**src/rtl/gpr_pkg.sv**
```systemverilog
// rtl/gpr_pkg.sv - shared widths, register-zero constant and requester index encoding
package gpr_pkg;

   localparam int DATA_W = 32;
   localparam int ADDR_W = 5;

   // Architectural zero register: writes to it are swallowed when dropping is enabled
   localparam logic [ADDR_W-1:0] REG_ZERO = 5'd0;

   // Requester index, also the value held by the round-robin pointer
   typedef enum logic {
      REQ_EX  = 1'b0,
      REQ_MEM = 1'b1
   } req_idx_t;

endpackage

```
**src/rtl/gpr_rr_arb.sv**
```systemverilog
// rtl/gpr_rr_arb.sv - two-way round-robin arbiter for the GPR writeback port
module gpr_rr_arb
   import gpr_pkg::*;
(
   input  logic clk,
   input  logic reset,
   input  logic req_0,
   input  logic req_1,
   output logic gnt_0,
   output logic gnt_1
);

   // Index of the most recently granted requester
   req_idx_t ptr;

   // Lone requester wins; under contention the requester not recorded in ptr wins
   always_comb begin
      gnt_0 = 1'b0;
      gnt_1 = 1'b0;
      if (reset) begin
         if (req_0 && req_1) begin
            if (ptr == REQ_EX) begin
               gnt_1 = 1'b1;
            end else begin
               gnt_0 = 1'b1;
            end
         end else begin
            gnt_0 = req_0;
            gnt_1 = req_1;
         end
      end
   end

   // Pointer follows every grant; reset value makes EX win the first contention
   always_ff @(posedge clk) begin
      if (!reset) begin
         ptr <= REQ_MEM;
      end else if (gnt_0) begin
         ptr <= REQ_EX;
      end else if (gnt_1) begin
         ptr <= REQ_MEM;
      end
   end

endmodule

```
**src/rtl/gpr_wb_arbiter.sv**
```systemverilog
// rtl/gpr_wb_arbiter.sv - EX/MEM writeback arbiter with registered GPR write, bypass and conflict counter
module gpr_wb_arbiter #(
   parameter int DATA_W  = gpr_pkg::DATA_W,
   parameter int ADDR_W  = gpr_pkg::ADDR_W,
   parameter int DROP_R0 = 1
) (
   input  logic              clk,
   input  logic              reset,
   input  logic              req_0,
   input  logic [ADDR_W-1:0] addr_0,
   input  logic [DATA_W-1:0] data_0,
   output logic              gnt_0,
   input  logic              req_1,
   input  logic [ADDR_W-1:0] addr_1,
   input  logic [DATA_W-1:0] data_1,
   output logic              gnt_1,
   output logic              we_,
   output logic [ADDR_W-1:0] wr_addr,
   output logic [DATA_W-1:0] wr_data,
   input  logic [ADDR_W-1:0] rd_addr_0,
   input  logic [ADDR_W-1:0] rd_addr_1,
   output logic              fwd_hit_0,
   output logic [DATA_W-1:0] fwd_data_0,
   output logic              fwd_hit_1,
   output logic [DATA_W-1:0] fwd_data_1,
   output logic [15:0]       conf_cnt
);

   import gpr_pkg::*;

   logic              any_gnt;
   logic              drop;
   logic              issue;
   logic [ADDR_W-1:0] sel_addr;
   logic [DATA_W-1:0] sel_data;

   gpr_rr_arb u_arb (
      .clk   (clk),
      .reset (reset),
      .req_0 (req_0),
      .req_1 (req_1),
      .gnt_0 (gnt_0),
      .gnt_1 (gnt_1)
   );

   assign any_gnt  = gnt_0 | gnt_1;
   assign sel_addr = gnt_1 ? addr_1 : addr_0;
   assign sel_data = gnt_1 ? data_1 : data_0;
   assign drop     = (DROP_R0 != 0) && (sel_addr == ADDR_W'(REG_ZERO));
   assign issue    = any_gnt && !drop;

   // Register the granted write for one cycle; idle or dropped grants keep the last address/data
   always_ff @(posedge clk) begin
      if (!reset) begin
         we_     <= 1'b1;
         wr_addr <= '0;
         wr_data <= '0;
      end else begin
         we_ <= !issue;
         if (issue) begin
            wr_addr <= sel_addr;
            wr_data <= sel_data;
         end
      end
   end

   // Count cycles where both requesters contend, saturating at all-ones
   always_ff @(posedge clk) begin
      if (!reset) begin
         conf_cnt <= '0;
      end else if (req_0 && req_1 && (conf_cnt != 16'hFFFF)) begin
         conf_cnt <= conf_cnt + 16'd1;
      end
   end

   // Bypass the in-flight write to any read port naming the same register
   always_comb begin
      fwd_hit_0  = !we_ && (rd_addr_0 == wr_addr);
      fwd_hit_1  = !we_ && (rd_addr_1 == wr_addr);
      fwd_data_0 = fwd_hit_0 ? wr_data : '0;
      fwd_data_1 = fwd_hit_1 ? wr_data : '0;
   end

endmodule

```
**config.mk**
```make
export PLATFORM = sky130hd
export DESIGN_NAME = gpr_wb_arbiter
export DESIGN_NICKNAME = d
export VERILOG_FILES = /design/src/rtl/gpr_pkg.sv /design/src/rtl/gpr_rr_arb.sv /design/src/rtl/gpr_wb_arbiter.sv
export SDC_FILE = /design/constraint.sdc
export NUM_CORES = 1
export LEC_CHECK = 0
export ABC_AREA = 1
export BUFFER_PORTS_ARGS = -buffer_cell sky130_fd_sc_hd__buf_4
export CAP_MARGIN = 20
export CORE_UTILIZATION = 48
export CTS_CLUSTER_DIAMETER = 40
export DETAILED_ROUTE_END_ITERATION = 16
export GPL_TIMING_DRIVEN = 0
export PLACE_DENSITY = 0.91
export SLEW_MARGIN = 20
export SYNTH_ARGS = -nofsm -noshare
export SYNTH_HDL_FRONTEND = slang
export SYNTH_SLANG_ARGS = --single-unit
```
**constraint.sdc**
```tcl
create_clock -name clk -period 4.1 [get_ports clk]
set_input_delay 0 -clock clk [delete_from_list [all_inputs] [get_ports clk]]
set_output_delay 0 -clock clk [all_outputs]
set_load 0.03 [all_outputs]
```
### Word level (Yosys, flattened, before mapping)

Cells that the tools add are included.
Widths: inputs -> output; s select.

| cells by class | value |
|---|---|
| $add $sub $neg | 1 |
| $mul | 0 |
| divide/modulo/power cells | 0 |
| $lt $le $gt $ge | 0 |
| eq/ne operators | 3 |
| shifts and indexed selects | 0 |
| muxes and demuxes | 12 |
| bitwise operators | 1 |
| reduce and logical (&&, ||, !) cells | 10 |

Operators with widths:

| operator | number |
|---|---|
| $mux 32 | 3 |
| $add 16x1->16 const B | 1 |
| $ne 16x16->1 const B | 1 |
| $eq 5x5->1 | 2 |
| $mux 1 | 8 |
| $logic_and 1x1->1 | 5 |
| $logic_not 5->1 | 1 |
| $mux 5 | 1 |
| $logic_not 1->1 | 3 |
| $reduce_bool 2->1 | 1 |
| $or 1x1->1 | 1 |

| word-level totals | value |
|---|---|
| bits in registers | 55 |
| latch bits | 0 |
| memory bits (writable) | 0 |
| ROM bits | 0 |
| bits of input ports | 88 |
| output and inout port bits | 122 |
| word-level logic and storage cells | 32 |
| memories | 0 |

### Longest topological paths before layout

Gate-level depths: netlist of run 1.

| logic depth | value |
|---|---|
| depth after elaboration | 8 |
| mapped depth | 14 |
| mapped depth without buffers | 11 |

### Modules after synthesis

A second synthesis of run 1 with hierarchy kept.

| unflattened totals | value |
|---|---|
| cells, all modules | 548 |
| area total of the unflattened synthesis | 3475.8 µm² |

Modules (own cells, without submodules):

| module | instances | cells an instance | area an instance (µm²) |
|---|---|---|---|
| gpr_wb_arbiter | 1 | 538 | 3418.3 |
| gpr_rr_arb | 1 | 10 | 57.6 |

### Least setup slack after synthesis of run 1

No wires, ideal clock.

| timing path | value |
|---|---|
| path kind | register -> output |
| from | reg wr_addr[3] |
| to | out fwd_data_0[10] |
| data arrival time | 2.718 ns |
| slack | 1.382 ns |
| cell stages (with the launch flop) | 8 |
| buffers on the path | 1 |
| cells stage by stage | dfxtp_1 -> inv_1 -> a21oi_1 -> nand4_1 -> nor4_1 -> inv_1 -> clkbuf_1 -> nor2_1 |

| between the ends | value |
|---|---|
| cells in the longest elaborated chain, start to end | 3 |

RTL lines:

| item | line | RTL |
|---|---|---|
| start, declared | gpr_wb_arbiter.sv:18 | `output logic [ADDR_W-1:0] wr_addr,` |
| start signal, assigned | gpr_wb_arbiter.sv:61 | `wr_addr <= sel_addr;` |
| $eq 5x5->1 | gpr_wb_arbiter.sv:78 | `fwd_hit_0 = !we_ && (rd_addr_0 == wr_addr);` |
| $logic_and 1x1->1 | gpr_wb_arbiter.sv:78 |  |
| via fwd_hit_0 | gpr_wb_arbiter.sv:22 | `output logic fwd_hit_0,` |
| $mux 32 | gpr_wb_arbiter.sv:80 | `fwd_data_0 = fwd_hit_0 ? wr_data : '0;` |
| end, declared | gpr_wb_arbiter.sv:23 | `output logic [DATA_W-1:0] fwd_data_0,` |

The timed path passes the listed nets, and every way through them passes these cells.

### Worst setup path in the final report of run 1

| timing path | value |
|---|---|
| from | reg wr_addr[3] |
| to | out fwd_data_0[3] |

| between the ends | value |
|---|---|
| cells in the longest elaborated chain, start to end | 3 |

RTL lines:

| item | line |
|---|---|
| $eq 5x5->1 | gpr_wb_arbiter.sv:78 |
| $logic_and 1x1->1 | gpr_wb_arbiter.sv:78 |
| $mux 32 | gpr_wb_arbiter.sv:80 |

No other way between the ends.

==> results of run 1 <==
power by group through the flow:
stage | clock network (mW) | logic, mW | registers, mW
global placement | 0 | 0.456 | 0.628
detailed placement | 0 | 0.468 | 0.630
floorplan | 0 | 0.208 | 0.695
finish | 0.311 | 0.471 | 0.619
CTS | 0.312 | 0.471 | 0.618
global route | 0.334 | 0.510 | 0.624
sequential cells by signal, summed over array words and instances (netlist names):
register	cells
conf_cnt	16
u_arb.ptr	1
we_	1
wr_addr	5
wr_data	32
cells in the final DEF (no fill, tap or decap), drive strengths merged:
| master | n |
|---|---|
| a211oi | 1 |
| a21oi | 18 |
| buf | 218 |
| clkbuf | 25 |
| clkinv | 1 |
| clkinvlp | 2 |
| dfxtp | 55 |
| ha | 1 |
| inv | 69 |
| nand2 | 194 |
| nand3 | 14 |
| nand3b | 33 |
| nand4 | 5 |
| nor2 | 155 |
| nor3 | 6 |
| nor3b | 1 |
| nor4 | 2 |
| o21ai | 6 |
| o21bai | 1 |
| o22ai | 1 |
| or2 | 2 |
| xnor2 | 3 |
| xor2 | 10 |
how the worst min path moves through the flow:
| stage | to | depth (start not counted) | slack (ps) |
|---|---|---|---|
| after floorplan | u_arb.ptr | 4 | 210 |
| final | conf_cnt[15] | 3 | 3 |
| after CTS | conf_cnt[15] | 3 | 1 |
| after global routing | conf_cnt[15] | 3 | 8 |
| after global placement | conf_cnt[15] | 3 | 340 |
| after detailed placement | conf_cnt[15] | 3 | 350 |
tightest hold or removal path, delay by kind of cell:
family                 cells  cell delay (ps)
buffers and inverters      2              240
AOI/OAI and AO/OA          1               50
cell type report:
cell class	instances	share of cell area, %
plain buffers	30	3.16
well taps	99	2.30
inverters	69	4.85
clock inverters	3	0.371
clock buffers	5	1.28
repair buffers	208	29.0
multi-input cells	453	38.7
flip-flops and latches	55	20.4
through the flow:
stage               hold WS, ps  cells  util [%]  setup WS, ps
floorplan                   209    607         -          1380
global placement            338    914      73.1          2190
detailed placement          350    914      73.1          2160
CTS                       0.980    922      74.3          1880
global route               8.04    922      74.3          1730
finish                     2.54    922      74.3          1870
routing by layer:
| metal | up-vias | GRT usage [%] |
|---|---|---|
| li1 | 2264 | - |
| met4 | 0 | 11.4 |
| met3 | 24 | 4.10 |
| met1 | 2071 | 36.0 |
| met2 | 173 | 55.9 |
| met5 | - | 0 |
cell families after synthesis:
kind of cell               after synthesis  share of synthesized area, %
DFF                                     55                          30.4
xor gates and xnor gates                13                          3.15
AOI/OAI and AO/OA                       27                          4.43
buffers and inverters                   99                          11.9
and+or+nand+nor                        412                          49.7
adders and majority gates                1                         0.346
==> impl_metrics.py, run 1 <==
metrics = {
    "place": {
        "io_buffer_count": 208,
        "hpwl_um": 10200,
        "place_congestion": 0.906,
        "placed_area_sq_um": 5300,
    },
    "finish": {
        "area_growth_pct": 49.0,
        "fillers": 608,
        "final_area_sq_um": 5390,
        "multi_input_area_sq_um": 2090,
        "register_area_sq_um": 1100,
        "final_layout_size_suffix_gt1_share_pct": 32.1,
        "n_antenna_cell": 0,
        "nets": 911,
    },
    "synth": {
        "synth_cell_type_count": 31,
        "syn_area_per_cell_sq_um": 5.96,
        "syn_nets": 696,
        "yosys-top-cells-area": "dfxtp_1 30%, nand2_1 19%, nor2_1 14%",
        "syn_area_sq_um": 3620,
        "ys_top_cells_by_count": "186 x nand2_1, 134 x nor2_1, 64 x inv_1",
        "syn-instance-count": 607,
        "ys_ff_latch": 55,
        "synth_edf_count": 0,
        "yosysWarnings": 0,
        "ys_async_sr_fraction_pct": 0,
        "yosysMostFrequentCell": "nand2_1",
        "synth-main-ff-cell": "dfxtp_1",
        "yosysTopAreaCellShare_pct": 30.4,
        "seq_area_frac_synth_pct": 30.4,
        "synth_top_area_cell": "dfxtp_1",
    },
    "clock_tree": {
        "cts_setup_buffers": 0,
        "cts_made_buffers": 5,
        "h-tree-depth": 2,
        "cts_tree": "built",
        "holdBufCountCts": 0,
        "clockBufferDepth": 2,
        "cts_num_sinks": 55,
        "clk_pin_slew_ps": 110,
        "clk_latency_ps": 320,
        "cts_resized": 0,
        "cts_root_buf": "clkbuf_8",
    },
    "global_routing": {
        "grt_overflow": 0,
        "grt_pass1_wl_um": 18400,
        "grt_pass1_vias": 3908,
        "antenna_found_initial": 0,
        "grt_max_degree": 18,
        "gr-usage-all-layers_pct": 30.5,
    },
    "setup_path": {
        "crit_family": "buffers and inverters",
        "crit_arrival_ps": 2230,
        "critPathMaxStageDelay_ps": 420,
        "cp_common_cell": "inv_1",
        "cp-start-kind": "flop",
        "crit_end": "fwd_data_0[3]",
        "path_max_fanout": 10,
        "worstReg2RegStart": "conf_cnt[0]",
        "critPathCaptureType": "primary output",
        "reg2reg_depth": 9,
        "critPathSlowestCell": "dfxtp_1",
        "required_ps": 4100,
        "cp_num_cells": 8,
        "regToRegEndpoint": "conf_cnt[11]",
        "critPathBufInv": 4,
        "crit_start": "wr_addr[3]",
        "cp_cell_sequence": "inv_1 -> a21oi_1 -> nand4_1 -> nor4_1 -> inv_1 -> clkbuf_1 -> nor2_1 -> buf_4",
        "path_class": "reg2out",
        "r2r_setup_slack_ps": 2120,
    },
    "pwr": {
        "pwr-share-comb_pct": 33.6,
        "power.switching_mw": 0.512,
        "p_per_area_nw_per_um2": 260,
        "vdd.ir_drop.worst_v": 0.000176,
        "power.internal_mw": 0.889,
        "p_seq_share_pct": 44.2,
        "switching_share_pct": 36.5,
        "p_clk_share_pct": 22.2,
        "power_mw": 1.40,
        "p_leak_nw": 2.75,
    },
    "timing": {
        "min_period_ps": 2230,
        "hold_violations": 0,
        "relSlewSlack_pct": 62.9,
        "fin_crit_sh_pct": 54.5,
        "grt_setup_unrepaired": "no",
        "timing.fmax_mhz": 448,
        "slew_violations": 0,
        "tns_ps": 0,
        "finalClockSkew_ps": 13.6,
        "setup_viol": 0,
        "worst_pin_slew_ps": 557,
    },
    "floorplan": {
        "num_rows": 31,
        "start_util_pct": 49.9,
        "pin_count": 210,
        "core-area_sq_um": 7250,
        "die_x_um": 88.8,
        "dieArea_sq_um": 7890,
        "dieHeight_um": 88.8,
    },
    "routing": {
        "dr.first_iter.drc_count": 167,
        "drc": 0,
        "dr_wl_met2_um": 6490,
        "viasPerCell": 4.92,
        "drt_pre_antenna_iters": 4,
        "ant_nets": 0,
        "wire_per_inst_um": 13.8,
        "topRoutingLayerUsed": "met4",
        "vias": 4532,
        "drt_wl_total_um": 12700,
        "wl_met3_um": 789,
        "drt-met1-wl_um": 5140,
    },
    "min_path": {
        "min_path_type": "in2reg",
        "hold_path.startpoint": "reset",
    },
    "outcome": {
        "outcome": "finished clean",
    },
    "flow_run": {
        "maxCapViolCount": 0,
    },
}
(Power assumes the default switching activity.)
==> inputs of run 2 (changes only) <==
Settings changed: ABC_AREA 1 to 0, CORE_UTILIZATION 48 to 44, PLACE_DENSITY 0.91 to 0.85.
Clock period 4.1 ns to 2.3 ns, I/O delays scaled along.
==> run 2 against run 1 <==
  * Setup slack got worse by 1700 ps
  * Die area rose by 6.0%
  * Clock power is 120% higher
  * Sequential power up 79%
  * Final cell count down 23%
  * Sequential share of layout area grew 0.081 points
  * Critical endpoint is now fwd_data_0[16]
  * Largest cell class unchanged
==> impl_metrics.py, run 2 <==
metrics = {
    "finish": {
        "largest_reg_flops": 32,
        "final_cell_mix": "210 x buf_4, 65 x and2_1, 55 x dfxtp_1, 40 x mux2i_1, 38 x a211oi_1",
        "layout_commonest_cell": "buf_4",
        "final_area_sq_um": 5370,
        "largest-register": "wr_data",
        "stdcell_count": 711,
        "n_antenna_cell": 0,
        "area_growth_pct": 52.6,
        "nets": 697,
        "top_regs": "wr_data: 32 flops, conf_cnt: 16 flops, wr_addr: 5 flops",
        "final_layout_size_suffix_gt1_share_pct": 44.5,
        "fin_util_pct": 69.5,
    },
    "global_routing": {
        "grt_pass1_vias": 3657,
        "grt_max_degree": 18,
        "grt_overflow": 0,
        "gr-usage-all-layers_pct": 27.1,
        "grt_pass1_wl_um": 18300,
        "antenna_found_initial": 0,
    },
    "timing": {
        "min_period_ps": 2110,
        "finalClockSkew_ps": 10.9,
        "worst_pin_slew_ps": 715,
        "fin_crit_sh_pct": 91.9,
        "whs_ps": 18.9,
        "setup_viol": 0,
        "grt_setup_unrepaired": "no",
        "relSlewSlack_pct": 52.3,
        "slew_violations": 0,
        "hold_violations": 0,
        "timing.fmax_mhz": 473,
        "tns_ps": 0,
    },
    "synth": {
        "syn_nets": 480,
        "synth_top_area_cell": "dfxtp_1",
        "syn_area_sq_um": 3520,
        "syn-instance-count": 391,
        "ys_async_sr_fraction_pct": 0,
        "seq_area_frac_synth_pct": 31.3,
        "synth_edf_count": 0,
        "syn_area_per_cell_sq_um": 9.00,
        "ys_top_cells_by_count": "65 x and2_1, 55 x dfxtp_1, 40 x mux2i_1",
        "ys_ff_latch": 55,
        "synth-main-ff-cell": "dfxtp_1",
        "synth_cell_type_count": 48,
        "yosys-top-cells-area": "dfxtp_1 31%, and2_1 12%, mux2i_1 11%",
        "yosysWarnings": 0,
        "yosysMostFrequentCell": "and2_1",
        "yosysTopAreaCellShare_pct": 31.3,
    },
    "clock_tree": {
        "cts_root_buf": "clkbuf_8",
        "clockBufferDepth": 2,
        "clk_pin_slew_ps": 100,
        "cts_num_sinks": 55,
        "clk_latency_ps": 310,
        "h-tree-depth": 2,
        "cts_tree": "built",
        "cts_made_buffers": 5,
    },
    "setup_path": {
        "worstReg2RegStart": "u_arb.ptr",
        "critPathCaptureType": "primary output",
        "reg2reg_depth": 7,
        "crit_start": "wr_addr[0]",
        "required_ps": 2300,
        "cp-start-kind": "flop",
        "crit_arrival_ps": 2110,
        "r2r_setup_slack_ps": 260,
        "path_class": "reg2out",
        "regToRegEndpoint": "wr_data[2]",
        "path_max_fanout": 10,
        "crit_end": "fwd_data_0[16]",
    },
    "floorplan": {
        "dieArea_sq_um": 8360,
        "num_rows": 32,
        "dieHeight_um": 91.5,
        "pin_count": 210,
        "start_util_pct": 45.6,
        "die_x_um": 91.5,
        "core-area_sq_um": 7730,
    },
    "pwr": {
        "switching_share_pct": 32.4,
        "p_seq_share_pct": 43.3,
        "p_per_area_nw_per_um2": 475,
        "power.switching_mw": 0.827,
        "pwr-share-comb_pct": 30.1,
        "power.internal_mw": 1.72,
        "p_leak_nw": 2.33,
        "p_clk_share_pct": 26.6,
        "vdd.ir_drop.worst_v": 0.000227,
    },
    "routing": {
        "drc": 0,
        "dr.first_iter.drc_count": 75,
        "drt_pre_antenna_iters": 4,
        "ant_nets": 0,
        "wire_per_inst_um": 16.4,
        "vias": 3893,
        "drt_wl_total_um": 11700,
        "viasPerCell": 5.48,
    },
    "place": {
        "place_congestion": 0.896,
        "io_buffer_count": 209,
        "placed_area_sq_um": 5220,
        "hpwl_um": 9300,
        "dp_cells": 702,
    },
    "outcome": {
        "outcome": "finished clean",
    },
    "min_path": {
        "min_path_type": "in2reg",
    },
    "flow_run": {
        "maxCapViolCount": 0,
    },
}
run 2: cell count changes in the layout (fill, tap and decap cells not counted), sizes merged, moves of 4 or more:
cell / change
a21oi: -8
or4: +6
a211oi: +67
xnor2: +5
nand3: -7
nor2: -147
nand3b: -32
and2: +66
xor2: -8
nand2: -175
mux2i: +40
buf: +6
inv: -62
a21o: +4
run 2: worst max-delay path: stages, from the launching register on:
cell	delay (ps)
dfxtp_1	490
xnor2_1	170
nand4_1	170
nor3_4	320
clkbuf_1	320
and2_1	180
buf_4	150
run 2: area by class of cell:
type | instances | area [sq um]
clock inverters | 2 | 38.8
well taps | 102 | 128
clock buffers | 6 | 82.6
multi-input cells | 297 | 2250
flip-flops and latches | 55 | 1100
inverters | 7 | 26.3
repair buffers | 210 | 1580
plain buffers | 32 | 164
fillers | 629 | 2360
run 2: logic make-up (layout without fill, tap and decap cells):
kind of cell | count (synthesis) | in the layout | share of synthesized area (%)
AOI/OAI and AO/OA | 110 | 110 | 26.9
DFF | 55 | 55 | 31.3
and+or+nand+nor | 136 | 136 | 22.4
muxes | 40 | 40 | 11.4
adders and majority gates | 1 | 1 | 0.355
buffers and inverters | 39 | 257 | 5.22
xor gates and xnor gates | 10 | 10 | 2.49
run 2: worst min-delay path by stage:
stage	startpoint	endpoint	slack [ps]	depth (start not counted)
after detailed placement	req_1	u_arb.ptr	320	3
final	addr_0[1]	wr_addr[1]	20	3
after CTS	addr_0[1]	wr_addr[1]	10	3
after global routing	addr_1[2]	wr_addr[2]	30	3
after floorplan	req_1	u_arb.ptr	160	2
after global placement	req_1	u_arb.ptr	310	3
run 2: power groups by stage:
stage	Combinational, mW	Sequential (mW)	Clock (mW)
6_report	0.769	1.11	0.678
4_1_cts	0.769	1.10	0.696
2_1_floorplan	0.322	1.23	0
5_1_grt	0.815	1.11	0.741
3_5_place_dp	0.765	1.12	0
3_3_place_gp	0.746	1.12	0
run 2: timing repair:
item | in CTS | in global routing
resized for setup | 3 | 9
endpoints found under the setup margin | 59 | 50
buffers inserted | 0 | 0
hold buffers | 1 | 0
endpoints found under the hold margin | 1 | 0
cloned | 0 | 0
run 2: per-layer routing:
metal | GRT usage, % | vias to the layer above | part of all wire, %
met5 | 0 | - | 0
met3 | 5.28 | 21 | 6.5
met1 | 30.9 | 1843 | 40
met4 | 8.60 | 0 | 2.2
li1 | - | 1883 | -
met2 | 50.1 | 146 | 52
run 2: through the flow:
| step | total power, mW | setup slack [ps] |
|---|---|---|
| 2_1_floorplan | 1.55 | 317 |
| 3_3_place_gp | 1.87 | 149 |
| 3_5_place_dp | 1.89 | 116 |
| 4_1_cts | 2.57 | 41.3 |
| 5_1_grt | 2.67 | 30.4 |
| 6_report | 2.55 | 187 |
